**src/rtl/ext_int_ctrl_pkg.sv**
```systemverilog
// Shared constants for the external interrupt controller: register map, "no source" id
// and the default source count.
package ext_int_ctrl_pkg;

    typedef enum logic [1:0] {
        EXT_INT_REG_PENDING  = 2'd0,
        EXT_INT_REG_ENABLE   = 2'd1,
        EXT_INT_REG_CLAIM    = 2'd2,
        EXT_INT_REG_COMPLETE = 2'd3
    } ext_int_reg_e;

    localparam logic [4:0] EXT_INT_ID_NONE = 5'd0;
    localparam int         EXT_INT_NUM_SRC = 8;

endpackage

```
**src/rtl/ext_int_prio_enc.sv**
```systemverilog
// Fixed-priority encoder: returns the 1-based id of the lowest set request bit,
// or EXT_INT_ID_NONE when no bit is set.
module ext_int_prio_enc
    import ext_int_ctrl_pkg::*;
#(
    parameter int NUM_SRC = EXT_INT_NUM_SRC
) (
    input  logic [NUM_SRC-1:0] req,
    output logic [4:0]         id
);

    // Scan from the top down so the lowest index is the last, and winning, assignment.
    always_comb begin
        id = EXT_INT_ID_NONE;
        for (int i = NUM_SRC - 1; i >= 0; i--) begin
            if (req[i]) begin
                id = 5'(i + 1);
            end
        end
    end

endmodule

```
**src/rtl/ext_int_ctrl.sv**
```systemverilog
// External interrupt controller: edge-latched pending bits, enable mask, claim/complete
// service tracking, registered ext_int. Define EXT_INT_CTRL_SYNC_EN to add 2-flop src synchronizers.
module ext_int_ctrl
    import ext_int_ctrl_pkg::*;
#(
    parameter int NUM_SRC = EXT_INT_NUM_SRC
) (
    input  logic               clk,
    input  logic               reset,
    input  logic [NUM_SRC-1:0] src,
    input  logic               enable_n,
    input  logic               is_write,
    input  logic [1:0]         addr,
    input  logic [31:0]        in,
    output logic [31:0]        out,
    output logic               ext_int
);

    logic [NUM_SRC-1:0] src_eff;
    logic [NUM_SRC-1:0] src_q;
    logic [NUM_SRC-1:0] rise;
    logic [NUM_SRC-1:0] pending;
    logic [NUM_SRC-1:0] enable;
    logic [NUM_SRC-1:0] active;
    logic [NUM_SRC-1:0] clr_mask;
    logic [4:0]         in_service_id;
    logic [4:0]         claim_id;
    logic [31:0]        rd_data;
    logic               rd;
    logic               wr;
    logic               claim_take;
    logic               complete_hit;
    logic               unused_in;

`ifdef EXT_INT_CTRL_SYNC_EN
    logic [NUM_SRC-1:0] sync1;
    logic [NUM_SRC-1:0] sync2;

    always_ff @(posedge clk) begin
        if (reset) begin
            sync1 <= '0;
            sync2 <= '0;
        end else begin
            sync1 <= src;
            sync2 <= sync1;
        end
    end

    assign src_eff = sync2;
`else
    assign src_eff = src;
`endif

    // Register port: one access per cycle while enable_n is low; is_write/addr/in are
    // sampled at that edge, reads land in out at the same edge, and there is no stall.
    assign rd        = ~enable_n & ~is_write;
    assign wr        = ~enable_n & is_write;
    assign rise      = src_eff & ~src_q;
    assign active    = pending & enable;
    assign unused_in = ^in;

    ext_int_prio_enc #(.NUM_SRC(NUM_SRC)) u_prio_enc (
        .req (active),
        .id  (claim_id)
    );

    assign claim_take   = rd && (addr == EXT_INT_REG_CLAIM) &&
                          (in_service_id == EXT_INT_ID_NONE) && (claim_id != EXT_INT_ID_NONE);
    assign complete_hit = wr && (addr == EXT_INT_REG_COMPLETE) &&
                          (in_service_id != EXT_INT_ID_NONE) && (in[4:0] == in_service_id);

    always_comb begin
        clr_mask = '0;
        if (wr && (addr == EXT_INT_REG_PENDING)) begin
            clr_mask = in[NUM_SRC-1:0];
        end
        for (int i = 0; i < NUM_SRC; i++) begin
            if (claim_take && (claim_id == 5'(i + 1))) begin
                clr_mask[i] = 1'b1;
            end
        end
    end

    always_comb begin
        rd_data = '0;
        case (ext_int_reg_e'(addr))
            EXT_INT_REG_PENDING:  rd_data = 32'(pending);
            EXT_INT_REG_ENABLE:   rd_data = 32'(enable);
            EXT_INT_REG_CLAIM:    rd_data = (in_service_id == EXT_INT_ID_NONE) ? 32'(claim_id) : '0;
            EXT_INT_REG_COMPLETE: rd_data = 32'(in_service_id);
            default:              rd_data = '0;
        endcase
    end

    // A rise is OR-ed in after the clear so a same-cycle set always wins.
    always_ff @(posedge clk) begin
        if (reset) begin
            src_q         <= '0;
            pending       <= '0;
            enable        <= '0;
            in_service_id <= EXT_INT_ID_NONE;
            out           <= '0;
            ext_int       <= 1'b0;
        end else begin
            src_q   <= src_eff;
            pending <= (pending & ~clr_mask) | rise;
            if (wr && (addr == EXT_INT_REG_ENABLE)) begin
                enable <= in[NUM_SRC-1:0];
            end
            if (claim_take) begin
                in_service_id <= claim_id;
            end else if (complete_hit) begin
                in_service_id <= EXT_INT_ID_NONE;
            end
            if (rd) begin
                out <= rd_data;
            end
            ext_int <= (|active) && (in_service_id == EXT_INT_ID_NONE);
        end
    end

endmodule

```
**config.mk**
```make
export PLATFORM = sky130hd
export DESIGN_NAME = ext_int_ctrl
export DESIGN_NICKNAME = d
export VERILOG_FILES = /design/src/rtl/ext_int_ctrl_pkg.sv /design/src/rtl/ext_int_prio_enc.sv /design/src/rtl/ext_int_ctrl.sv
export SDC_FILE = /design/constraint.sdc
export NUM_CORES = 1
export LEC_CHECK = 0
export CORE_MARGIN = 4
export CORE_UTILIZATION = 42
export DETAILED_ROUTE_END_ITERATION = 6
export GPL_TIMING_DRIVEN = 1
export PLACE_DENSITY = 0.84
export SLEW_MARGIN = 5
export SYNTH_ARGS = -nofsm -noshare
export SYNTH_HDL_FRONTEND = slang
export SYNTH_SLANG_ARGS = --single-unit
```
**constraint.sdc**
```tcl
create_clock -name clk -period 2.2 [get_ports clk]
set_clock_uncertainty 0.15 [all_clocks]
set_input_delay 0.66 -clock clk [delete_from_list [all_inputs] [get_ports clk]]
set_output_delay 0.66 -clock clk [all_outputs]
set_load 0.1 [all_outputs]
```
==> impl_results.html, run 1 <==
<table>
<tr><th>Metric</th><th>Value</th></tr>
<tr><th colspan="2">Worst setup path</th></tr>
<tr><td>Kind of start point of the critical path</td><td>input pin</td></tr>
<tr><td>Category of the critical setup timing path</td><td>in2reg</td></tr>
<tr><td>Worst path max stage delay</td><td>0.57 ns</td></tr>
<tr><td>Max FO, Critical Path</td><td>15</td></tr>
<tr><td>Critical path data required time</td><td>2.23 ns</td></tr>
<tr><td>Worst-path cell with the longest stage delay</td><td>sky130_fd_sc_hd__clkdlybuf4s50_1</td></tr>
<tr><td>Chain of cells forming the critical path</td><td>clkdlybuf4s50_1 -&gt; buf_6 -&gt; nand2b_1 -&gt; nor2_1 -&gt; buf_4 -&gt; mux2i_1 -&gt; nor2_1</td></tr>
<tr><td>CP dominant cell by count</td><td>sky130_fd_sc_hd__nor2_1</td></tr>
<tr><td>Endpoint class of the critical path</td><td>flip-flop</td></tr>
<tr><td>Signal arrival time at the worst endpoint</td><td>2.12 ns</td></tr>
<tr><th colspan="2">Floorplan</th></tr>
<tr><td>Starting utilization of the core area</td><td>44.8%</td></tr>
<tr><td>Horizontal extent of the die</td><td>74.5 um</td></tr>
<tr><td>Core Box Area</td><td>4140 sq um</td></tr>
<tr><td>Die Span Y</td><td>74.5 um</td></tr>
<tr><td>Cell row count</td><td>23</td></tr>
<tr><td>Full die area</td><td>5550 sq um</td></tr>
<tr><td>I/O pin count</td><td>79</td></tr>
<tr><th colspan="2">Clock network</th></tr>
<tr><td>Root Buffer</td><td>sky130_fd_sc_hd__clkbuf_8</td></tr>
<tr><td>Clock tree from TritonCTS</td><td>built</td></tr>
<tr><td>Max Root-Sink Buffers</td><td>2</td></tr>
<tr><td>Clock buffers created by TritonCTS</td><td>5</td></tr>
<tr><td>Clk pin slew, worst setup/hold paths</td><td>0.07 ns</td></tr>
<tr><td>Clock latency on the worst-skew pair</td><td>0.30 ns</td></tr>
<tr><td>Hold-fix buffers at CTS</td><td>0</td></tr>
<tr><td>Number of H-tree levels</td><td>2</td></tr>
<tr><td>TritonCTS sink count</td><td>37</td></tr>
<tr><th colspan="2">Timing</th></tr>
<tr><td>Worst rel slew slack</td><td>57.6%</td></tr>
<tr><td>Final number of setup-violating endpoints</td><td>0</td></tr>
<tr><td>Maximum clock rate</td><td>478 MHz</td></tr>
<tr><td>Worst-margin pin slew</td><td>0.633 ns</td></tr>
<tr><td>Final hold slack</td><td>0.255 ns</td></tr>
<tr><td>Total count of max-transition violations in the final report</td><td>0</td></tr>
<tr><td>Setup TNS after final layout</td><td>0 ns</td></tr>
<tr><td>Shortest period the worst path allows</td><td>2.09 ns</td></tr>
<tr><td>Final period util</td><td>95.1%</td></tr>
<tr><td>Number of hold-slack violations in the final timing report</td><td>0</td></tr>
<tr><td>RSZ-0062 raised after global routing</td><td>no</td></tr>
<tr><th colspan="2">Layout</th></tr>
<tr><td>Number of nets in the layout</td><td>307</td></tr>
<tr><td>Antenna diode instance count</td><td>0</td></tr>
<tr><td>Layout Utilization</td><td>60.8%</td></tr>
<tr><td>Layout cells sized above 1</td><td>20.2%</td></tr>
<tr><td># fillers</td><td>350</td></tr>
<tr><td>Post-synthesis to final-layout area growth</td><td>35.8%</td></tr>
<tr><th colspan="2">Yosys</th></tr>
<tr><td>Multiplexer fraction of the synthesized cell area</td><td>8.36%</td></tr>
<tr><td>Adder and majority cell fraction of the synthesized area</td><td>0%</td></tr>
<tr><td>Synth Area in Compound Gates</td><td>15.0%</td></tr>
<tr><td>Part of the Yosys area used for sequential elements</td><td>39.9%</td></tr>
<tr><td>Post-Syn Area</td><td>1860 sq um</td></tr>
<tr><td>Area share of the leading cell type in the synthesized netlist</td><td>39.9%</td></tr>
<tr><td>Post-synthesis simple-gate area fraction</td><td>22.2%</td></tr>
<tr><td>Total of warnings raised by yosys</td><td>0</td></tr>
<tr><td>Number of distinct standard cells referenced by the synthesized netlist</td><td>42</td></tr>
<tr><td>Flip-flop and latch count after synthesis</td><td>37</td></tr>
<tr><td>FFs w/ async S/R, synth</td><td>0%</td></tr>
<tr><td>Synthesized-area fraction occupied by xor and xnor cells</td><td>1.89%</td></tr>
<tr><td>Mapped Cells</td><td>210</td></tr>
<tr><td>Dominant combinational cell family by area after synthesis</td><td>simple AND/OR/NAND/NOR gates</td></tr>
<tr><td>Number of synthesized flops with an enable pin</td><td>0</td></tr>
<tr><td>Mean instance size in the synthesized netlist</td><td>8.84 sq um</td></tr>
<tr><td>Leading register cell type out of synthesis</td><td>sky130_fd_sc_hd__dfxtp_1</td></tr>
<tr><td>Largest cells by area after synthesis</td><td>sky130_fd_sc_hd__dfxtp_1 (40%), sky130_fd_sc_hd__buf_4 (10%), sky130_fd_sc_hd__mux2i_1 (5.9%)</td></tr>
<tr><td>Largest area contributor in the synthesized netlist</td><td>sky130_fd_sc_hd__dfxtp_1</td></tr>
<tr><th colspan="2">Worst hold path</th></tr>
<tr><td>Class of the worst hold path</td><td>reg2reg</td></tr>
<tr><th colspan="2">Routing</th></tr>
<tr><td>Remaining antenna violation count after routing</td><td>0</td></tr>
<tr><td>First-pass iteration count of the detailed router</td><td>5</td></tr>
<tr><td>Routed via count divided by cell count</td><td>5.12</td></tr>
<tr><td>Mean routed wirelength per cell</td><td>13.4 um</td></tr>
<tr><td>Routed Wire Length</td><td>4190 um</td></tr>
<tr><td>Detailed-route via count</td><td>1597</td></tr>
<tr><td>Number of violations reported at the end of detailed-routing iteration 0</td><td>166</td></tr>
<tr><td>Post-detailed-route DRC marker count</td><td>0</td></tr>
<tr><th colspan="2">Run status</th></tr>
<tr><td>Outcome</td><td>finished, final reports clean</td></tr>
<tr><th colspan="2">Global routing</th></tr>
<tr><td>Number of global-route vias before repair</td><td>1416</td></tr>
<tr><td>Maximum number of pins on one net before global-route repair</td><td>23</td></tr>
<tr><td>GRT Resource Usage Total</td><td>15.7%</td></tr>
<tr><td>Total congestion overflow after global routing</td><td>0</td></tr>
<tr><td>Global-route wire length before repair</td><td>6530 um</td></tr>
<tr><td>Antenna violations before repair</td><td>0</td></tr>
<tr><th colspan="2">Run</th></tr>
<tr><td># Max-Cap Violations</td><td>0</td></tr>
<tr><th colspan="2">Placed design</th></tr>
<tr><td>Gp weighted congestion</td><td>0.853</td></tr>
<tr><td>Total half-perimeter wirelength after legalization and detailed placement</td><td>3170 um</td></tr>
<tr><td>Buffers on Ports</td><td>30</td></tr>
<tr><th colspan="2">Power and ir drop</th></tr>
<tr><td>Leakage Power</td><td>1.03 nW</td></tr>
<tr><td>VDD IR-drop max</td><td>470 uV</td></tr>
<tr><td>Power density over the cells</td><td>663 nW/um^2</td></tr>
</table>
-- cell type report --
cell class,count,area [sq um],area share [%]
multi-input cells,159,1020,40.5
repair buffers,52,572,22.7
well taps,50,62.6,2.48
flip-flops and latches,37,741,29.4
clock buffers,7,96.3,3.82
clock inverters,1,5.00,0.199
inverters,6,22.5,0.893
-- power breakdown --
part / switching [mW] / leakage, nW / internal, mW
clock network: 0.236 / 0.0542 / 0.283
logic: 0.306 / 0.672 / 0.119
registers: 0.0250 / 0.304 / 0.702
total: 0.566 / 1.03 / 1.10
-- sequential cells by signal (all words and copies together) (netlist names) --
register	cells
enable	8
out	8
ext_int	1
src_q	8
in_service_id	4
pending	8
-- worst max-delay path: cells and delay by family --
kind	cells	cell delay [ns]
buffers and inverters	3	0.97
multiplexers	1	0.21
AND/OR/NAND/NOR	3	0.27
-- cells in the mapped netlist, types with 2 or more instances --
cell type	instances
sky130_fd_sc_hd__clkbuf_1	6
sky130_fd_sc_hd__mux2i_1	11
sky130_fd_sc_hd__o211ai_1	4
sky130_fd_sc_hd__o21ai_1	2
sky130_fd_sc_hd__nor2b_1	8
sky130_fd_sc_hd__nand3_1	6
sky130_fd_sc_hd__a41o_1	2
sky130_fd_sc_hd__a22oi_1	6
sky130_fd_sc_hd__xnor2_1	2
sky130_fd_sc_hd__nor4_1	4
sky130_fd_sc_hd__buf_4	25
sky130_fd_sc_hd__inv_1	5
sky130_fd_sc_hd__nand2_1	19
sky130_fd_sc_hd__xor2_1	2
sky130_fd_sc_hd__a22o_1	3
sky130_fd_sc_hd__nor2_1	22
sky130_fd_sc_hd__nor3b_1	3
sky130_fd_sc_hd__mux2_2	4
sky130_fd_sc_hd__o21ai_0	3
sky130_fd_sc_hd__nand4_1	3
sky130_fd_sc_hd__dfxtp_1	37
sky130_fd_sc_hd__o2bb2ai_1	2
sky130_fd_sc_hd__a221o_1	2
sky130_fd_sc_hd__nand2b_1	4
sky130_fd_sc_hd__a21oi_1	8
-- metal layers --
| metal | GRT usage, % | routed length, um |
|---|---|---|
| met4 | 5.93 | 63 |
| met3 | 5.27 | 365 |
| met5 | 0 | 0 |
| met1 | 21.4 | 1900 |
| met2 | 22.9 | 1860 |
-- final timing paths --
check | slack, ns | end | start | cells past startpoint
max | 0.11 | enable[4] | addr[0] | 7
min | 0.25 | pending[1] | src_q[1] | 1
max reg2reg | 0.16 | in_service_id[3] | in_service_id[3] | 7
min reg2reg | 0.25 | pending[1] | src_q[1] | 1
-- per-stage QoR --
step	setup WS, ns	total power, mW	std cells	area, sq um
after floorplan	0.0534	1.08	233	1940
after global placement	-0.361	1.15	302	2340
after detailed placement	-0.420	1.16	302	2340
after CTS	-0.0240	1.68	310	2450
after global routing	0.0421	1.74	312	2520
final	0.108	1.67	312	2520
-- cell families after synthesis --
family	Yosys count
buffers and inverters	37
AOI/OAI and AO/OA	38
DFF	37
muxes	15
xor gates and xnor gates	4
and+or+nand+nor	78
other	1
-- what timing repair did --
action	4_1_cts	5_1_grt
gates resized for setup	2	12
gates cloned	0	0
pin swaps	1	5
endpoints found under the setup margin	3	10
buffers inserted	0	2
-- cells in the final DEF, fill, tap and decap left out, types with 7 or more instances in the layout --
master and n:
sky130_fd_sc_hd__dfxtp_1 37, sky130_fd_sc_hd__nor2_1 22, sky130_fd_sc_hd__nand2_1 18, sky130_fd_sc_hd__buf_12 9
sky130_fd_sc_hd__clkdlybuf4s50_1 19, sky130_fd_sc_hd__clkbuf_8 7, sky130_fd_sc_hd__buf_4 19, sky130_fd_sc_hd__a21oi_1 8
sky130_fd_sc_hd__conb_1 24, sky130_fd_sc_hd__nor2b_1 8, sky130_fd_sc_hd__mux2i_1 11
(Power assumes the default switching activity.)
==> inputs of run 2 (changes only) <==
--- a/config.mk
+++ b/config.mk
@@ -10,7 +10,7 @@
 export DETAILED_ROUTE_END_ITERATION = 6
 export GPL_TIMING_DRIVEN = 1
 export PLACE_DENSITY = 0.84
-export SLEW_MARGIN = 5
+export SLEW_MARGIN = 20
 export SYNTH_ARGS = -nofsm -noshare
 export SYNTH_HDL_FRONTEND = slang
 export SYNTH_SLANG_ARGS = --single-unit
==> results of run 2 <==
Final layout, timing and power as in run 1 (identical DEF).
==> inputs of run 3 (changes only) <==
--- a/config.mk
+++ b/config.mk
@@ -5,11 +5,13 @@
 export SDC_FILE = /design/constraint.sdc
 export NUM_CORES = 1
 export LEC_CHECK = 0
+export CELL_PAD_IN_SITES_DETAIL_PLACEMENT = 2
+export CELL_PAD_IN_SITES_GLOBAL_PLACEMENT = 2
 export CORE_MARGIN = 4
-export CORE_UTILIZATION = 42
+export CORE_UTILIZATION = 24
 export DETAILED_ROUTE_END_ITERATION = 6
 export GPL_TIMING_DRIVEN = 1
-export PLACE_DENSITY = 0.84
+export PLACE_DENSITY = 0.85
 export SLEW_MARGIN = 20
 export SYNTH_ARGS = -nofsm -noshare
 export SYNTH_HDL_FRONTEND = slang
==> impl_results.html, run 3 (synthesis results as in run 1) <==
<table>
<tr><th>Metric</th><th>Value</th></tr>
<tr><th colspan="2">Clock network</th></tr>
<tr><td>Clock latency on the worst-skew pair</td><td>0.30 ns (about the same)</td></tr>
<tr><td>Clk pin slew, worst setup/hold paths</td><td>0.08 ns (about the same)</td></tr>
<tr><td>Clock buffers created by TritonCTS</td><td>5 (unchanged)</td></tr>
<tr><td>Root Buffer</td><td>sky130_fd_sc_hd__clkbuf_8</td></tr>
<tr><td>Number of H-tree levels</td><td>2 (unchanged)</td></tr>
<tr><td>Clock tree from TritonCTS</td><td>built</td></tr>
<tr><td>TritonCTS sink count</td><td>37 (unchanged)</td></tr>
<tr><td>Hold-fix buffers at CTS</td><td>0 (unchanged)</td></tr>
<tr><td>Max Root-Sink Buffers</td><td>2 (unchanged)</td></tr>
<tr><th colspan="2">Worst setup path</th></tr>
<tr><td>Crit path from</td><td>in[2]</td></tr>
<tr><td>Kind of start point of the critical path</td><td>input pin</td></tr>
<tr><td>Worst path max stage delay</td><td>0.46 ns (-0.11 ns)</td></tr>
<tr><td>Chain of cells forming the critical path</td><td>clkdlybuf4s50_1 -&gt; xor2_1 -&gt; nor4_1 -&gt; nand4_1 -&gt; a32oi_1 -&gt; nor2_1</td></tr>
<tr><td>Signal arrival time at the worst endpoint</td><td>2.17 ns (+0.05 ns)</td></tr>
<tr><td>Max FO, Critical Path</td><td>4 (-11)</td></tr>
<tr><td>R2R Path End</td><td>pending[6]</td></tr>
<tr><td>Category of the critical setup timing path</td><td>in2reg</td></tr>
<tr><td>Critical path data required time</td><td>2.24 ns (about the same)</td></tr>
<tr><td>Count of buffer and inverter cells on the critical path</td><td>1 (-2)</td></tr>
<tr><td>Kind of cell adding the most delay to the critical path</td><td>simple AND/OR/NAND/NOR gates</td></tr>
<tr><td>Worst reg2reg path startpoint</td><td>in_service_id[3]</td></tr>
<tr><td>Depth of the worst register-to-register path</td><td>6 (-1)</td></tr>
<tr><td>Endpoint class of the critical path</td><td>flip-flop</td></tr>
<tr><td>R2R Setup Slk</td><td>0.19 ns (+0.03 ns)</td></tr>
<tr><td>Worst-path cell with the longest stage delay</td><td>sky130_fd_sc_hd__clkdlybuf4s50_1</td></tr>
<tr><th colspan="2">Floorplan</th></tr>
<tr><td>Die Span Y</td><td>96.0 um (+29%)</td></tr>
<tr><td>Horizontal extent of the die</td><td>96.0 um (+29%)</td></tr>
<tr><td>I/O pin count</td><td>79 (unchanged)</td></tr>
<tr><td>Cell row count</td><td>31 (+35%)</td></tr>
<tr><td>Full die area</td><td>9210 sq um (+66%)</td></tr>
<tr><td>Starting utilization of the core area</td><td>25.2% (-20 points)</td></tr>
<tr><td>Core Box Area</td><td>7370 sq um (+78%)</td></tr>
<tr><th colspan="2">Layout</th></tr>
<tr><td>Final instance area</td><td>2620 sq um (+3.9%)</td></tr>
<tr><td>Highest-count cells in the layout ignoring fill and taps</td><td>sky130_fd_sc_hd__dfxtp_1 (37), sky130_fd_sc_hd__buf_4 (25), sky130_fd_sc_hd__conb_1 (24)</td></tr>
<tr><td># fillers</td><td>814 (+130%)</td></tr>
<tr><td>Post-synthesis to final-layout area growth</td><td>41.1%</td></tr>
<tr><td>Layout cells sized above 1</td><td>21.0% (+0.74 points)</td></tr>
<tr><td>Layout Utilization</td><td>35.6% (-25 points)</td></tr>
<tr><td>Number of nets in the layout</td><td>312 (+1.6%)</td></tr>
<tr><td>Total area of multi-input combinational cells</td><td>995 sq um (-2.7%)</td></tr>
<tr><td>Area taken by flip-flops and latches</td><td>741 sq um (unchanged)</td></tr>
<tr><td>Most common cell after layout, fill and taps aside</td><td>sky130_fd_sc_hd__dfxtp_1</td></tr>
<tr><td>Antenna diode instance count</td><td>0 (unchanged)</td></tr>
<tr><td>Non-filler instance count after layout</td><td>366 (+17%)</td></tr>
<tr><th colspan="2">Timing</th></tr>
<tr><td>Number of hold-slack violations in the final timing report</td><td>0 (unchanged)</td></tr>
<tr><td>Shortest period the worst path allows</td><td>2.13 ns (+0.0386 ns)</td></tr>
<tr><td>Final number of setup-violating endpoints</td><td>0 (unchanged)</td></tr>
<tr><td>Total count of max-transition violations in the final report</td><td>0 (unchanged)</td></tr>
<tr><td>Maximum clock rate</td><td>469 MHz (-1.8%)</td></tr>
<tr><td>Final period util</td><td>96.9% (+1.8 points)</td></tr>
<tr><th colspan="2">Global routing</th></tr>
<tr><td>Antenna violations before repair</td><td>0 (unchanged)</td></tr>
<tr><td>Global-route wire length before repair</td><td>9430 um (+44%)</td></tr>
<tr><td>Maximum number of pins on one net before global-route repair</td><td>17 (-26%)</td></tr>
<tr><td>Number of global-route vias before repair</td><td>1857 (+31%)</td></tr>
<tr><td>Total congestion overflow after global routing</td><td>0 (unchanged)</td></tr>
<tr><td>GRT Resource Usage Total</td><td>13.8% (-1.9 points)</td></tr>
<tr><th colspan="2">Placed design</th></tr>
<tr><td>Gp weighted congestion</td><td>0.793 (-7.0%)</td></tr>
<tr><td>Total half-perimeter wirelength after legalization and detailed placement</td><td>4360 um (+37%)</td></tr>
<tr><td>Buffers on Ports</td><td>30 (unchanged)</td></tr>
<tr><td>Instance count after placement with tap cells included</td><td>354 (+17%)</td></tr>
<tr><td>Placed instance area</td><td>2420 sq um (+3.6%)</td></tr>
<tr><th colspan="2">Power and ir drop</th></tr>
<tr><td>Overall power of the completed layout</td><td>1.87 mW (+12%)</td></tr>
<tr><td>Power density over the cells</td><td>715 nW/um^2 (+8.0%)</td></tr>
<tr><td>VDD IR-drop max</td><td>224 uV (-52%)</td></tr>
<tr><td>Leakage Power</td><td>1.06 nW (+3.1%)</td></tr>
<tr><th colspan="2">Worst hold path</th></tr>
<tr><td>Class of the worst hold path</td><td>reg2reg</td></tr>
<tr><td>Depth of the worst hold-timing path</td><td>1 (unchanged)</td></tr>
<tr><td>Hold path startpoint</td><td>src_q[2]</td></tr>
<tr><td>End of the worst hold path</td><td>pending[2]</td></tr>
<tr><th colspan="2">Routing</th></tr>
<tr><td>Routed via count divided by cell count</td><td>4.66 (-9.0%)</td></tr>
<tr><td>Mean routed wirelength per cell</td><td>16.0 um (+19%)</td></tr>
<tr><td>Detailed-route via count</td><td>1704 (+6.7%)</td></tr>
<tr><td>Routed Wire Length</td><td>5850 um (+40%)</td></tr>
<tr><td>Number of violations reported at the end of detailed-routing iteration 0</td><td>53 (-68%)</td></tr>
<tr><td>First-pass iteration count of the detailed router</td><td>4 (-1)</td></tr>
<tr><td>Post-detailed-route DRC marker count</td><td>0 (unchanged)</td></tr>
<tr><td>Remaining antenna violation count after routing</td><td>0 (unchanged)</td></tr>
<tr><th colspan="2">Run status</th></tr>
<tr><td>Outcome</td><td>finished, final reports clean</td></tr>
<tr><th colspan="2">Run</th></tr>
<tr><td># Max-Cap Violations</td><td>0 (unchanged)</td></tr>
</table>
## run 3: cell types whose count changed in the layout (fill, tap and decap cells not counted), sizes merged
| cell | delta |
|---|---|
| clkdlybuf4s50 | -1 |
| dlygate4sd2 | +1 |
| buf | +5 |
| bufinv | +2 |
| clkbuf | -2 |
## run 3: where the power goes
group	internal (mW)	switching, mW
combinational	0.122	0.314
sequential	0.701	0.0282
clock	0.450	0.258
total	1.27	0.600
## run 3: cell type report
type / count / area share, %
Clock buffer: 5 / 2.63
Clock inverter: 3 / 2.48
Inverter: 6 / 0.860
Multi-Input combinational cell: 159 / 38.0
Sequential cell: 37 / 28.3
Tap cell: 99 / 4.73
Timing Repair Buffer: 57 / 23.1
## run 3: repair_timing
item                                    4_1_cts  5_1_grt
pin swaps                                     3        4
buffers inserted                              4        0
gates resized for setup                       5        5
endpoints found under the setup margin       16       16
## run 3: through the flow
step                setup WS, ns  hold slack (ns)  setup TNS (ns)
floorplan                 0.0534            0.239               0
finish                    0.0693            0.261               0
global route           -0.000306            0.296       -0.000306
detailed placement        -0.586            0.256           -8.29
CTS                      0.00728            0.268               0
global placement          -0.480            0.248           -6.88
## run 3: metal layers
layer,GRT usage [%],part of all wire (%),vias up
met4,3.91,1.1,0
met2,24.4,51,44
met5,0,0,-
li1,-,-,801
met1,16.2,42,855
met3,3.83,5.6,4
## run 3: how the worst max path moves through the flow
stage,to,depth (start not counted)
after CTS,enable[3],7
after global placement,pending[5],6
after detailed placement,pending[5],6
after global routing,in_service_id[2],6
after floorplan,pending[5],6
final,in_service_id[2],6
